===== src/rtl/processador_multiciclo_if.sv =====
// Instruction/status bundle between the sequencer (master) and the multi-cycle core (slave).
interface processador_multiciclo_if #(
    parameter int DATA_W = 16
);
    logic [15:0]       iin;
    logic              run;
    logic [DATA_W-1:0] bus;
    logic              busy;
    logic              done;
    logic [2:0]        flags;

    modport master (output iin, run, input bus, busy, done, flags);
    modport slave  (input iin, run, output bus, busy, done, flags);
endinterface


===== src/rtl/processador_multiciclo.sv =====
// Parametrised multi-cycle register-file core: one instruction per run handshake,
// 1-cycle moves and 3-cycle ALU ops sharing a single registered bus.
module processador_multiciclo #(
    parameter int DATA_W = 16,
    parameter int NREGS  = 8
) (
    input  logic                   clock,
    input  logic                   resetn,
    processador_multiciclo_if.slave cpu
);
    typedef enum logic [1:0] {IDLE, T1, T2, T3} state_t;

    localparam logic [2:0] OP_MV   = 3'b000;
    localparam logic [2:0] OP_MVI  = 3'b001;
    localparam logic [2:0] OP_ADD  = 3'b010;
    localparam logic [2:0] OP_SUB  = 3'b011;
    localparam logic [2:0] OP_AND  = 3'b100;
    localparam logic [2:0] OP_SHL  = 3'b101;
    localparam logic [2:0] OP_MVNZ = 3'b110;

    state_t            state;
    logic [15:0]       ir;
    logic [DATA_W-1:0] regs [NREGS];
    logic [DATA_W-1:0] a_q, g_q, bus_q;
    logic              busy_q, done_q;
    logic [2:0]        flags_q;

    // Fixed 8-entry read view so out-of-range indices read as zero
    logic [7:0][DATA_W-1:0] rv;
    for (genvar i = 0; i < 8; i++) begin : g_rv
        if (i < NREGS) begin : g_on
            assign rv[i] = regs[i];
        end else begin : g_off
            assign rv[i] = '0;
        end
    end

    logic [2:0] op, rx, ry, i_op, i_rx, i_ry;
    logic [3:0] sh;
    assign op   = ir[15:13];
    assign rx   = ir[12:10];
    assign ry   = ir[9:7];
    assign sh   = ir[3:0];
    assign i_op = cpu.iin[15:13];
    assign i_rx = cpu.iin[12:10];
    assign i_ry = cpu.iin[9:7];

    logic [DATA_W+9:0] imm_w;
    logic [DATA_W-1:0] immx;
    assign imm_w = {{DATA_W{1'b0}}, cpu.iin[9:0]};
    assign immx  = imm_w[DATA_W-1:0];

    function automatic logic is_alu(input logic [2:0] o);
        return (o == OP_ADD) || (o == OP_SUB) || (o == OP_AND) || (o == OP_SHL);
    endfunction

    logic [DATA_W-1:0]  b, g_n;
    logic               c_n;
    logic [DATA_W+15:0] wide;

    always_comb begin
        b    = rv[ry];
        g_n  = '0;
        c_n  = 1'b0;
        wide = '0;
        case (op)
            OP_ADD: {c_n, g_n} = {1'b0, a_q} + {1'b0, b};
            OP_SUB: {c_n, g_n} = {1'b0, a_q} + {1'b0, ~b} + (DATA_W+1)'(1);
            OP_AND: g_n = a_q & b;
            OP_SHL: begin
                // Upper half collects everything shifted past the MSB
                wide = {16'b0, a_q} << sh;
                g_n  = wide[DATA_W-1:0];
                c_n  = |wide[DATA_W+15:DATA_W];
            end
            default: ;
        endcase
    end

    logic              we;
    logic [DATA_W-1:0] wd;
    always_comb begin
        we = 1'b0;
        wd = bus_q;
        if (state == T1)
            we = (op == OP_MV) || (op == OP_MVI) || (op == OP_MVNZ && !flags_q[1]);
        else if (state == T3) begin
            we = 1'b1;
            wd = g_q;
        end
    end

    always_ff @(posedge clock or negedge resetn) begin
        if (!resetn) begin
            state   <= IDLE;
            ir      <= '0;
            a_q     <= '0;
            g_q     <= '0;
            bus_q   <= '0;
            busy_q  <= 1'b0;
            done_q  <= 1'b0;
            flags_q <= '0;
            for (int i = 0; i < NREGS; i++) regs[i] <= '0;
        end else begin
            if (we)
                for (int i = 0; i < NREGS; i++)
                    if (rx == 3'(i)) regs[i] <= wd;
            case (state)
                IDLE: if (cpu.run) begin
                    ir     <= cpu.iin;
                    state  <= T1;
                    busy_q <= 1'b1;
                    done_q <= !is_alu(i_op);
                    case (i_op)
                        OP_MV, OP_MVNZ: bus_q <= rv[i_ry];
                        OP_MVI:         bus_q <= immx;
                        3'b111:         bus_q <= '0;
                        default:        bus_q <= rv[i_rx];
                    endcase
                end
                T1: if (is_alu(op)) begin
                    a_q   <= bus_q;
                    bus_q <= rv[ry];
                    state <= T2;
                end else begin
                    state  <= IDLE;
                    bus_q  <= '0;
                    busy_q <= 1'b0;
                    done_q <= 1'b0;
                end
                T2: begin
                    g_q     <= g_n;
                    flags_q <= {g_n[DATA_W-1], g_n == '0, c_n};
                    bus_q   <= g_n;
                    done_q  <= 1'b1;
                    state   <= T3;
                end
                default: begin
                    state  <= IDLE;
                    bus_q  <= '0;
                    busy_q <= 1'b0;
                    done_q <= 1'b0;
                end
            endcase
        end
    end

    assign cpu.bus   = bus_q;
    assign cpu.busy  = busy_q;
    assign cpu.done  = done_q;
    assign cpu.flags = flags_q;
endmodule


===== src/flat_wrapper.sv =====
// flat-port wrapper written by rule: the top's interface ports become plain ports
module processador_multiciclo_flat 
#(
    parameter int DATA_W = 16,
    parameter int NREGS  = 8
)
  (clock, resetn, cpu_iin, cpu_run, cpu_bus, cpu_busy, cpu_done, cpu_flags);
  processador_multiciclo_if #(.DATA_W(DATA_W)) cpu_i ();
  input  logic clock;
  input  logic resetn;
  input wire logic [$bits(cpu_i.iin)-1:0] cpu_iin;
  input wire logic [$bits(cpu_i.run)-1:0] cpu_run;
  output wire logic [$bits(cpu_i.bus)-1:0] cpu_bus;
  output wire logic [$bits(cpu_i.busy)-1:0] cpu_busy;
  output wire logic [$bits(cpu_i.done)-1:0] cpu_done;
  output wire logic [$bits(cpu_i.flags)-1:0] cpu_flags;
  assign cpu_i.iin = cpu_iin;
  assign cpu_i.run = cpu_run;
  assign cpu_bus = cpu_i.bus;
  assign cpu_busy = cpu_i.busy;
  assign cpu_done = cpu_i.done;
  assign cpu_flags = cpu_i.flags;
  processador_multiciclo #(.DATA_W(DATA_W), .NREGS(NREGS)) u_core (.clock(clock), .resetn(resetn), .cpu(cpu_i));
endmodule

===== config.mk =====
export PLATFORM = sky130hd
export DESIGN_NAME = processador_multiciclo_flat
export DESIGN_NICKNAME = d
export VERILOG_FILES = /design/src/rtl/processador_multiciclo_if.sv /design/src/rtl/processador_multiciclo.sv /design/src/flat_wrapper.sv
export SDC_FILE = /design/constraint.sdc
export NUM_CORES = 1
export LEC_CHECK = 0
export BUFFER_PORTS_ARGS = -buffer_cell sky130_fd_sc_hd__buf_4
export CAP_MARGIN = 30
export CORE_MARGIN = 4
export CORE_UTILIZATION = 45
export DETAILED_ROUTE_END_ITERATION = 8
export PLACE_DENSITY_LB_ADDON = 0.15
export SYNTH_ARGS = -nofsm -noshare
export SYNTH_HDL_FRONTEND = slang
export SYNTH_SLANG_ARGS = --single-unit

===== constraint.sdc =====
create_clock -name clock -period 4.5 [get_ports clock]
set_input_delay 0.225 -clock clock [delete_from_list [all_inputs] [get_ports clock]]
set_output_delay 0.225 -clock clock [all_outputs]
set_load 0.01 [all_outputs]

# After elaboration in Yosys (flattened, before gate mapping)
# Index checks and enable logic that the tools add are counted.
word_totals:
  regBits: 199
  output_inout_bits: 21
  wordCells: 105
classes:
  n_addsub: 3
  n_lt_le_gt_ge: 3
  n_eq_ne: 25
  n_shift: 1
  muxes: 24
  bitwise: 3
  n_reduce_logical: 30
ops:
  columns: ["op", "n"]
  rows:
  - ["16-bit binary-select mux with 3-bit select", 3]
  - ["16-bit two-way mux", 7]
  - ["16-bit case mux with 3 select lines", 2]
  - ["16-bit case mux with 4 select lines", 1]
  - ["16-bit by 16-bit adder with 17-bit output", 2]
  - ["3-bit equality test, second input constant", 11]
  - ["16-bit by 4-bit left shift with 32-bit output", 1]
  - ["2-bit AND reduction", 11]
  - ["3-bit by 2-bit equality test with 1-bit output, second input constant", 6]
  - ["17-bit by 1-bit adder with 17-bit output, second input constant", 1]
  - ["16-bit bitwise AND", 1]
  - ["16-bit zero test", 1]
  - ["16-bit NOT", 1]
  - ["16-bit OR reduction", 1]
  - ["3-bit by 4-bit less-than comparator with 1-bit output, second input constant", 3]
  - ["3-bit by 1-bit equality test with 1-bit output, second input constant", 3]
  - ["3-bit zero test", 3]
  - ["1-bit case mux with 3 select lines", 3]
  - ["1-bit logical OR", 8]
  - ["2-bit case mux with 3 select lines", 1]
  - ["1-bit two-way mux", 5]
  - ["2-bit equality test, second input constant", 2]
  - ["2-bit two-way mux", 2]
  - ["2-bit inequality test, second input constant", 2]
  - ["other kinds (7)", 8]

# Longest topological paths before layout
# Gate-level depths: netlist of the first run.
logic_depth:
  depth_word: 7
  depth_mapped: 17

# Worst setup path before layout of the first run
# OpenSTA, ideal clock, no wires.
synth_path:
  path_type: "reg-to-reg"
  startpoint: "register u_core.ir[7]"
  endpoint: "register u_core.flags_q[1], in the netlist u_core.cpu.flags[1]"
  setup_time_ns: 0.103
  arrival_time_ns: 4.291
  required_time_ns: 4.397
  slack_ns: 0.105
  stages_incl_launch_ff: 17
  path_buffers: 3
  period_less_slack_ns: 4.395
  cell_sequence: "dfrtp_1 > buf_2 > buf_2 > buf_2 > mux4_2 > mux2_2 > ha_1 > fa_1 > nor2b_1 > o211ai_1 > a211o_1 > a211o_2 > o31ai_2 > xor2_1 > a221oi_2 > o211ai_1 > o41ai_2"
synth_between:
  elab_chain_cells: 7
  word_cells_on_any_way: 9
  classes_between: "add/sub (3); mux (3); bitwise (2); reduce/logical (1)"
synth_lines:
  columns: ["item", "line", "rtl"]
  rows:
  - ["start: declaration", "processador_multiciclo.sv:22", "logic [15:0] ir;"]
  - ["start signal: assignment", "processador_multiciclo.sv:110", "ir <= cpu.iin;"]
  - ["16-bit binary-select mux with 3-bit select *", "processador_multiciclo.sv:62", "b = rv[ry];"]
  - ["16-bit two-way mux (not written as such) *", "processador_multiciclo.sv:62", null]
  - ["16-bit NOT", "processador_multiciclo.sv:68", "OP_SUB: {c_n, g_n} = {1'b0, a_q} + {1'b0, ~b} + (DATA_W+1)'(1);"]
  - ["16-bit by 16-bit adder with 17-bit output", "processador_multiciclo.sv:68", null]
  - ["17-bit by 1-bit adder with 17-bit output", "processador_multiciclo.sv:68", null]
  - ["16-bit case mux with 4 select lines *", "processador_multiciclo.sv:66", "case (op)"]
  - ["16-bit zero test *", "processador_multiciclo.sv:133", "flags_q <= {g_n[DATA_W-1], g_n == '0, c_n};"]
  - ["end signal: assignment", "processador_multiciclo.sv:133", null]
  - ["end: declaration", "processador_multiciclo.sv:26", "logic [2:0] flags_q;"]
# Mark *: on every way between the ends. The rest lies on a longest branch, timed or not. The select of a mux whose other input is x is not followed.
# A chain may end at the register's enable or synchronous reset.

# Final worst setup path of the first run
# Same ends and word-level chain as after synthesis.

==> flow_summary.toml, run 1 <==
[synthesis]
syn_nets = 1392
netlist_top_cells_area = "dfrtp_1 (37%), mux4_2 (16%), nand2_1 (6.6%), o21ai_0 (6.6%), mux2i_1 (5.7%)"
synth_top_area_share = 0.368
yosysWarnings = 0
synth-seq-cells = 195
synth-edff-count = 0
yosysTopAreaCell = "dfrtp_1"
yosysSeqAreaShare = 0.368
synth-async-reset-ratio = 1.00
synth.cell_area_sq_um = 13200
syn_area_per_cell_sq_um = 9.91
syn-instance-count = 1337
ys.flop_type = "dfrtp_1"
synthDistinctLibCells = 75

[sta]
worst_pin_slew_ns = 0.903
tns_ns = 0
fin_crit_ns = 4.24
clock_skew_ns = 0.0234
slew_violations = 0
period_share = 0.941
max_freq_mhz = 236
setup_viol = 0
rsz0062_at_grt = "false"
relSlewSlack = 0.381
finalHoldViolations = 0
fin_ws_ns = 0.264

[final_layout]
drive_gt1_frac = 0.190
register_area_sq_um = 4880
syn2layout_area_growth_pct = 10.2
nFillCells = 2679
final_util = 0.506
multi_input_area_sq_um = 7800
fin_area_sq_um = 14600
nets = 1392
antenna_cells = 0

[die]
die_area_sq_um = 32300
coreArea_sq_um = 28900
io_pins = 40
die_h_microns = 180
initial_core_util = 0.459
die_w_microns = 180
fp-row-count = 62

[global_routing]
grt_pass1_vias = 10400
grtUsageMet3 = 0.0188
use_met1 = 0.355
grt-ovfl-total = 0
grt_usage = 0.242
busiest_layer = "met2"
grt_pass1_wl_microns = 62000
grt_use_met2 = 0.397
grt_max_degree = 116
antenna_found_initial = 0

[worst_setup_path]
arrival_ns = 4.58
crit_chain = "buf_6 > mux4_2 > mux2_2 > inv_1 > ha_1 > inv_1 > nor4_1 > o21ai_0 > a31oi_1 > mux2_2 > a21oi_1 > a21oi_1 > inv_1 > o41ai_2"
max_stage_delay_ns = 0.57
cp-end-kind = "flip-flop"
crit_top_cell = "inv_1"
critPathTopFamily = "compound AO/OA/AOI/OAI gates"
path_buf_inv = 4
critPathLaunchType = "flip-flop"
critical_path_required_ns = 4.84
cpMaxStageDelayCell = "dfrtp_4"
crit_type = "flip-flop to flip-flop"
crit_fanout = 12

[clocking]
clk_latency_ns = 0.45
root_buffer = "clkbuf_16"
cts.path.max_buffers = 2
cts_tree = "done"
clkTransAtPathRegs_ns = 0.09
htreeDepth = 4
cts_buffers = 17
cts.sinks = 195

[power_and_ir_drop]
switching_share = 0.463
p_clk_frac = 0.146
switching_power_w = 0.00521
powerDensity_nw_per_um2 = 769
power.internal_w = 0.00603
pwr-share-comb = 0.556
p_leak_nw = 6.48
ir_worst_vdd_v = 0.000281
seqPwrFrac = 0.299

[placed_design]
dp_slack_ns = 0.178
io_buffer_count = 39
place_congestion = 0.895
dp.final_hpwl_microns = 28100
post_dp_cell_area_sq_um = 13900

[status]
status = "complete, no violations"

[drt]
ant_nets = 0
drt_iter0_drc = 995
viasPerCell = 6.14
drt-pass1-iter-count = 6
post_drt_wl_per_cell_microns = 22.6
drc_errors = 0
vias = 10700
wl_microns = 39100

[worst_hold_path]
min_path_type = "input pin to flip-flop"

[job]
drv.max_cap_violation_count = 0
==> stage by stage <==
step                      hold slack [ns]  power (W)  std cells
after floorplan                   -0.0706    0.00768       1337
after global placement              0.440    0.00947       1700
after detailed placement            0.442    0.00952       1700
after CTS                          0.0402     0.0112       1733
after global routing               0.0436     0.0121       1734
final                              0.0537     0.0112       1734
==> per-layer routing <==
metal | up-vias | part of all wire
met5 | - | 0
met4 | 0 | 0.016
met2 | 308 | 0.49
met3 | 42 | 0.045
met1 | 5360 | 0.45
li1 | 4942 | -
==> timing repair <==
item,CTS,global route
setup buffers,0,0
endpoints found under the hold margin,63,0
gates resized for setup,0,5
setup endpoints to repair,0,2
hold buffers,1,0
==> flip-flops by register name, indices dropped and copies added, names as in the netlist <==
name and flops:
u_core.ir 13, u_core.cpu.bus 16, u_core.a_q 16, u_core.cpu.busy 1, u_core.state 2, u_core.g_q 16
u_core.cpu.flags 2, u_core.cpu.done 1, u_core.regs 128
==> worst paths after layout <==
kind,start,to,slack [ns],depth (start not counted)
worst max-delay path,u_core.ir[7],u_core.cpu.flags[1],0.26,14
worst min-delay path,cpu_iin[3],u_core.ir[3],0.05,2
worst max register to register,u_core.ir[7],u_core.cpu.flags[1],0.26,14
worst min register to register,u_core.g_q[7],u_core.g_q[7],0.48,1
max in group asynchronous,resetn,u_core.ir[7],3.55,3
min in group asynchronous,resetn,u_core.regs[34],0.19,2
==> kinds of logic (layout without fill, tap and decap cells) <==
group | count (synthesis) | count (layout) | synth area share
multiplexers | 202 | 202 | 0.246
AO/OA/AOI/OAI | 368 | 368 | 0.171
AND/OR/NAND/NOR | 381 | 381 | 0.125
XOR/XNOR | 14 | 14 | 0.00926
flip-flops | 195 | 195 | 0.368
buffers and inverters | 141 | 154 | 0.0445
adder cells (fa/ha/maj) | 36 | 36 | 0.0351
==> power groups by stage <==
stage	sequential, W	clock [W]	combinational, W
finish	0.00336	0.00164	0.00625
global route	0.00348	0.00172	0.00690
CTS	0.00333	0.00166	0.00618
detailed placement	0.00336	0	0.00615
global placement	0.00334	0	0.00613
floorplan	0.00298	0	0.00470
==> cells in the final DEF (no fill, tap or decap), types with 4 or more instances in the layout <==
cell and count:
a221oi_1 6, inv_1 41, a211oi_1 13, inv_12 4, nand4_1 5, a21oi_1 62, nor3_1 12, nor4_1 5
mux4_2 96, nand2b_1 10, nor2b_1 14, ha_1 34, xnor2_1 11, nand2_1 234, o31ai_1 7, clkinv_8 5
or2_2 5, a22oi_1 9, nand3_1 10, buf_4 75, a2bb2oi_1 5, o211a_1 4, dfrtp_1 194, o21ai_0 174
o22ai_1 15, clkbuf_16 17, o221ai_1 13, and3_1 4, a31oi_1 5, nor2_1 60, o211ai_1 6, nand3b_1 4
inv_8 4, a21o_1 9, mux2_2 30, mux2i_1 75
==> final cells by class <==
cell class / count / area share
repair buffers: 81 / 0.0450
clock buffers: 17 / 0.0291
clock inverters: 15 / 0.0143
well taps: 384 / 0.0329
flip-flops and latches: 195 / 0.334
inverters: 41 / 0.0105
multi-input cells: 1001 / 0.534
==> synth_stat cells (6+ instances only) <==
master / number
buf_2: 24
a211oi_1: 13
o21ai_0: 174
nand2_1: 234
a221oi_1: 7
a22oi_1: 9
a21o_1: 9
o221ai_1: 13
dfrtp_1: 195
nand2b_1: 10
nor2_1: 61
mux2_2: 30
mux2i_1: 76
nor3_1: 13
buf_1: 6
inv_1: 41
xnor2_1: 11
o31ai_1: 7
o22ai_1: 15
mux4_2: 96
o211ai_1: 6
clkbuf_1: 64
nand3_1: 10
ha_1: 34
nor2b_1: 14
a21oi_1: 62
Power figures use the tool's default switching activity.
==> inputs of run 2 (changes only) <==
--- a/config.mk
+++ b/config.mk
@@ -5,12 +5,13 @@
 export SDC_FILE = /design/constraint.sdc
 export NUM_CORES = 1
 export LEC_CHECK = 0
-export BUFFER_PORTS_ARGS = -buffer_cell sky130_fd_sc_hd__buf_4
+export BUFFER_PORTS_ARGS = -buffer_cell sky130_fd_sc_hd__buf_2
 export CAP_MARGIN = 30
 export CORE_MARGIN = 4
 export CORE_UTILIZATION = 45
 export DETAILED_ROUTE_END_ITERATION = 8
 export PLACE_DENSITY_LB_ADDON = 0.15
+export REMOVE_ABC_BUFFERS = 1
 export SYNTH_ARGS = -nofsm -noshare
 export SYNTH_HDL_FRONTEND = slang
 export SYNTH_SLANG_ARGS = --single-unit
==> run 2 against run 1 <==
  * Worst setup slack improved by 0.029 ns
  * Sequential power decreased by 1%
  * Utilization about the same
  * Largest power group unchanged
  * Via count increased by 1.5%
  * Register-to-register slack improved by 0.03 ns
==> flow_summary.toml, run 2 (same netlist as run 1, synthesis figures left out) <==
[drt]
drt_iter0_drc = 863
drc_errors = 0
post_drt_wl_per_cell_microns = 22.6
vias = 10800
ant_nets = 0
drt-pass1-iter-count = 5
wl_microns = 39700
viasPerCell = 6.16

[worst_setup_path]
reg2reg_depth = 15
worst_r2r_endpoint = "u_core.cpu.flags[1]"
crit_top_cell = "buf_4"
reg2reg_from = "u_core.ir[7]"
cpMaxStageDelayCell = "mux4_2"
crit_chain = "buf_4 > buf_4 > mux4_2 > mux2i_1 > buf_4 > ha_1 > o211a_1 > o31a_1 > o21ai_0 > a21oi_1 > or3_1 > a31oi_1 > and4bb_1 > nand4_1 > o41ai_2"
crit_fanout = 7
critical_path_required_ns = 4.84
rrSetupSlack_ns = 0.29
arrival_ns = 4.55
critPathLaunchType = "flip-flop"
max_stage_delay_ns = 0.50
crit_type = "flip-flop to flip-flop"
cp-end-kind = "flip-flop"

[global_routing]
grt_max_degree = 111
grt_pass1_vias = 10700
antenna_found_initial = 0
grt-ovfl-total = 0
grt_pass1_wl_microns = 63700
grt_usage = 0.249

[placed_design]
dpl.cell_count = 1719
dp.final_hpwl_microns = 28500
io_buffer_count = 39
place_congestion = 0.906
dp_slack_ns = 0.128
post_dp_cell_area_sq_um = 14000

[sta]
fin_crit_ns = 4.21
period_share = 0.935
clock_skew_ns = 0.0147
worst_pin_slew_ns = 0.964
rsz0062_at_grt = "false"
setup_viol = 0
fin_ws_ns = 0.293
relSlewSlack = 0.357
max_freq_mhz = 238
slew_violations = 0
finalHoldViolations = 0

[final_layout]
final_cell_mix = "nand2_1 (234), dfrtp_1 (194), o21ai_0 (174)"
largest_reg_flops = 128
instances_no_fill = 1755
top_register = "u_core.regs"
drive_gt1_frac = 0.199
antenna_cells = 0
syn2layout_area_growth_pct = 10.3
nets = 1413
nFillCells = 2690
layout_commonest_cell = "nand2_1"
fin_area_sq_um = 14600

[die]
die_w_microns = 180
die_area_sq_um = 32300
io_pins = 40
fp-row-count = 62
initial_core_util = 0.459
coreArea_sq_um = 28900
die_h_microns = 180

[power_and_ir_drop]
switching_share = 0.453
pwr-share-comb = 0.573
powerDensity_nw_per_um2 = 776
seqPwrFrac = 0.292
power.internal_w = 0.00620
switching_power_w = 0.00513
p_clk_frac = 0.135
ir_worst_vdd_v = 0.000256
p_leak_nw = 6.51

[clocking]
root_buffer = "clkbuf_16"
cts.path.max_buffers = 2
clk_latency_ns = 0.44
clkTransAtPathRegs_ns = 0.07
cts_buffers = 17
htreeDepth = 4
cts_tree = "done"
cts.sinks = 195

[job]
drv.max_cap_violation_count = 0

[worst_hold_path]
min_path_cells = 2
min_to = "u_core.ir[0]"
min-delay-start = "cpu_iin[0]"
min_path_type = "input pin to flip-flop"

[status]
status = "complete, no violations"
## run 2: area by class of cell
cell class / count / area [sq um] / area share
timing repair buffer: 102 / 722 / 0.0494
clock buffer: 21 / 450 / 0.0308
tap: 384 / 480 / 0.0329
multi-input combinational: 1001 / 7790 / 0.534
sequential: 195 / 4880 / 0.334
clock inverter: 11 / 126 / 0.00865
inverter: 41 / 154 / 0.0105
## run 2: layer usage
layer  share of wire  vias up  track usage
li1                -     5004            -
met1            0.45     5405        0.361
met2            0.47      355        0.403
met3           0.056       51       0.0259
met4           0.020        0       0.0655
met5               0        -            0
## run 2: metrics by stage
stage	TNS (ns)	utilization	hold slack (ns)	total power [W]
after floorplan	-0.323	-	-0.0706	0.00748
after global placement	0	0.484	0.415	0.00964
after detailed placement	0	0.484	0.421	0.00970
after CTS	0	0.505	0.0436	0.0113
after global routing	0	0.506	0.0543	0.0122
final	0	0.506	0.0573	0.0113
## run 2: power by group through the flow
stage / Sequential [W] / Clock (W) / Combinational, W
finish: 0.00331 / 0.00153 / 0.00649
global route: 0.00342 / 0.00163 / 0.00712
CTS: 0.00330 / 0.00156 / 0.00641
detailed placement: 0.00332 / 0 / 0.00637
global placement: 0.00330 / 0 / 0.00634
floorplan: 0.00322 / 0 / 0.00427
## run 2: worst max-delay path by stage
stage                       startpoint                  end  slack (ns)  cells after the start
final                     u_core.ir[7]  u_core.cpu.flags[1]        0.29                     15
after global placement    u_core.ir[7]  u_core.cpu.flags[1]        0.21                     15
after detailed placement  u_core.ir[7]  u_core.cpu.flags[1]        0.13                     17
after CTS                 u_core.ir[7]  u_core.cpu.flags[1]        0.13                     17
after floorplan           u_core.ir[7]  u_core.cpu.flags[1]       -0.29                     13
after global routing      u_core.ir[7]  u_core.cpu.flags[1]        0.07                     16
## run 2: timing repair
item,CTS,global route
setup endpoints to repair,0,1
setup buffers,0,2
hold buffers,1,0
hold endpoints to repair,108,0
resized for setup,0,1
## run 2: worst max-delay path, delay by kind of cell, from the launching register on
kind / cells / cell delay (ns)
AO/OA/AOI/OAI: 6 / 1.38
AND/OR/NAND/NOR: 3 / 0.74
multiplexers: 2 / 0.74
buffers and inverters: 3 / 0.58
flip-flops: 1 / 0.41
adder cells (fa/ha/maj): 1 / 0.25
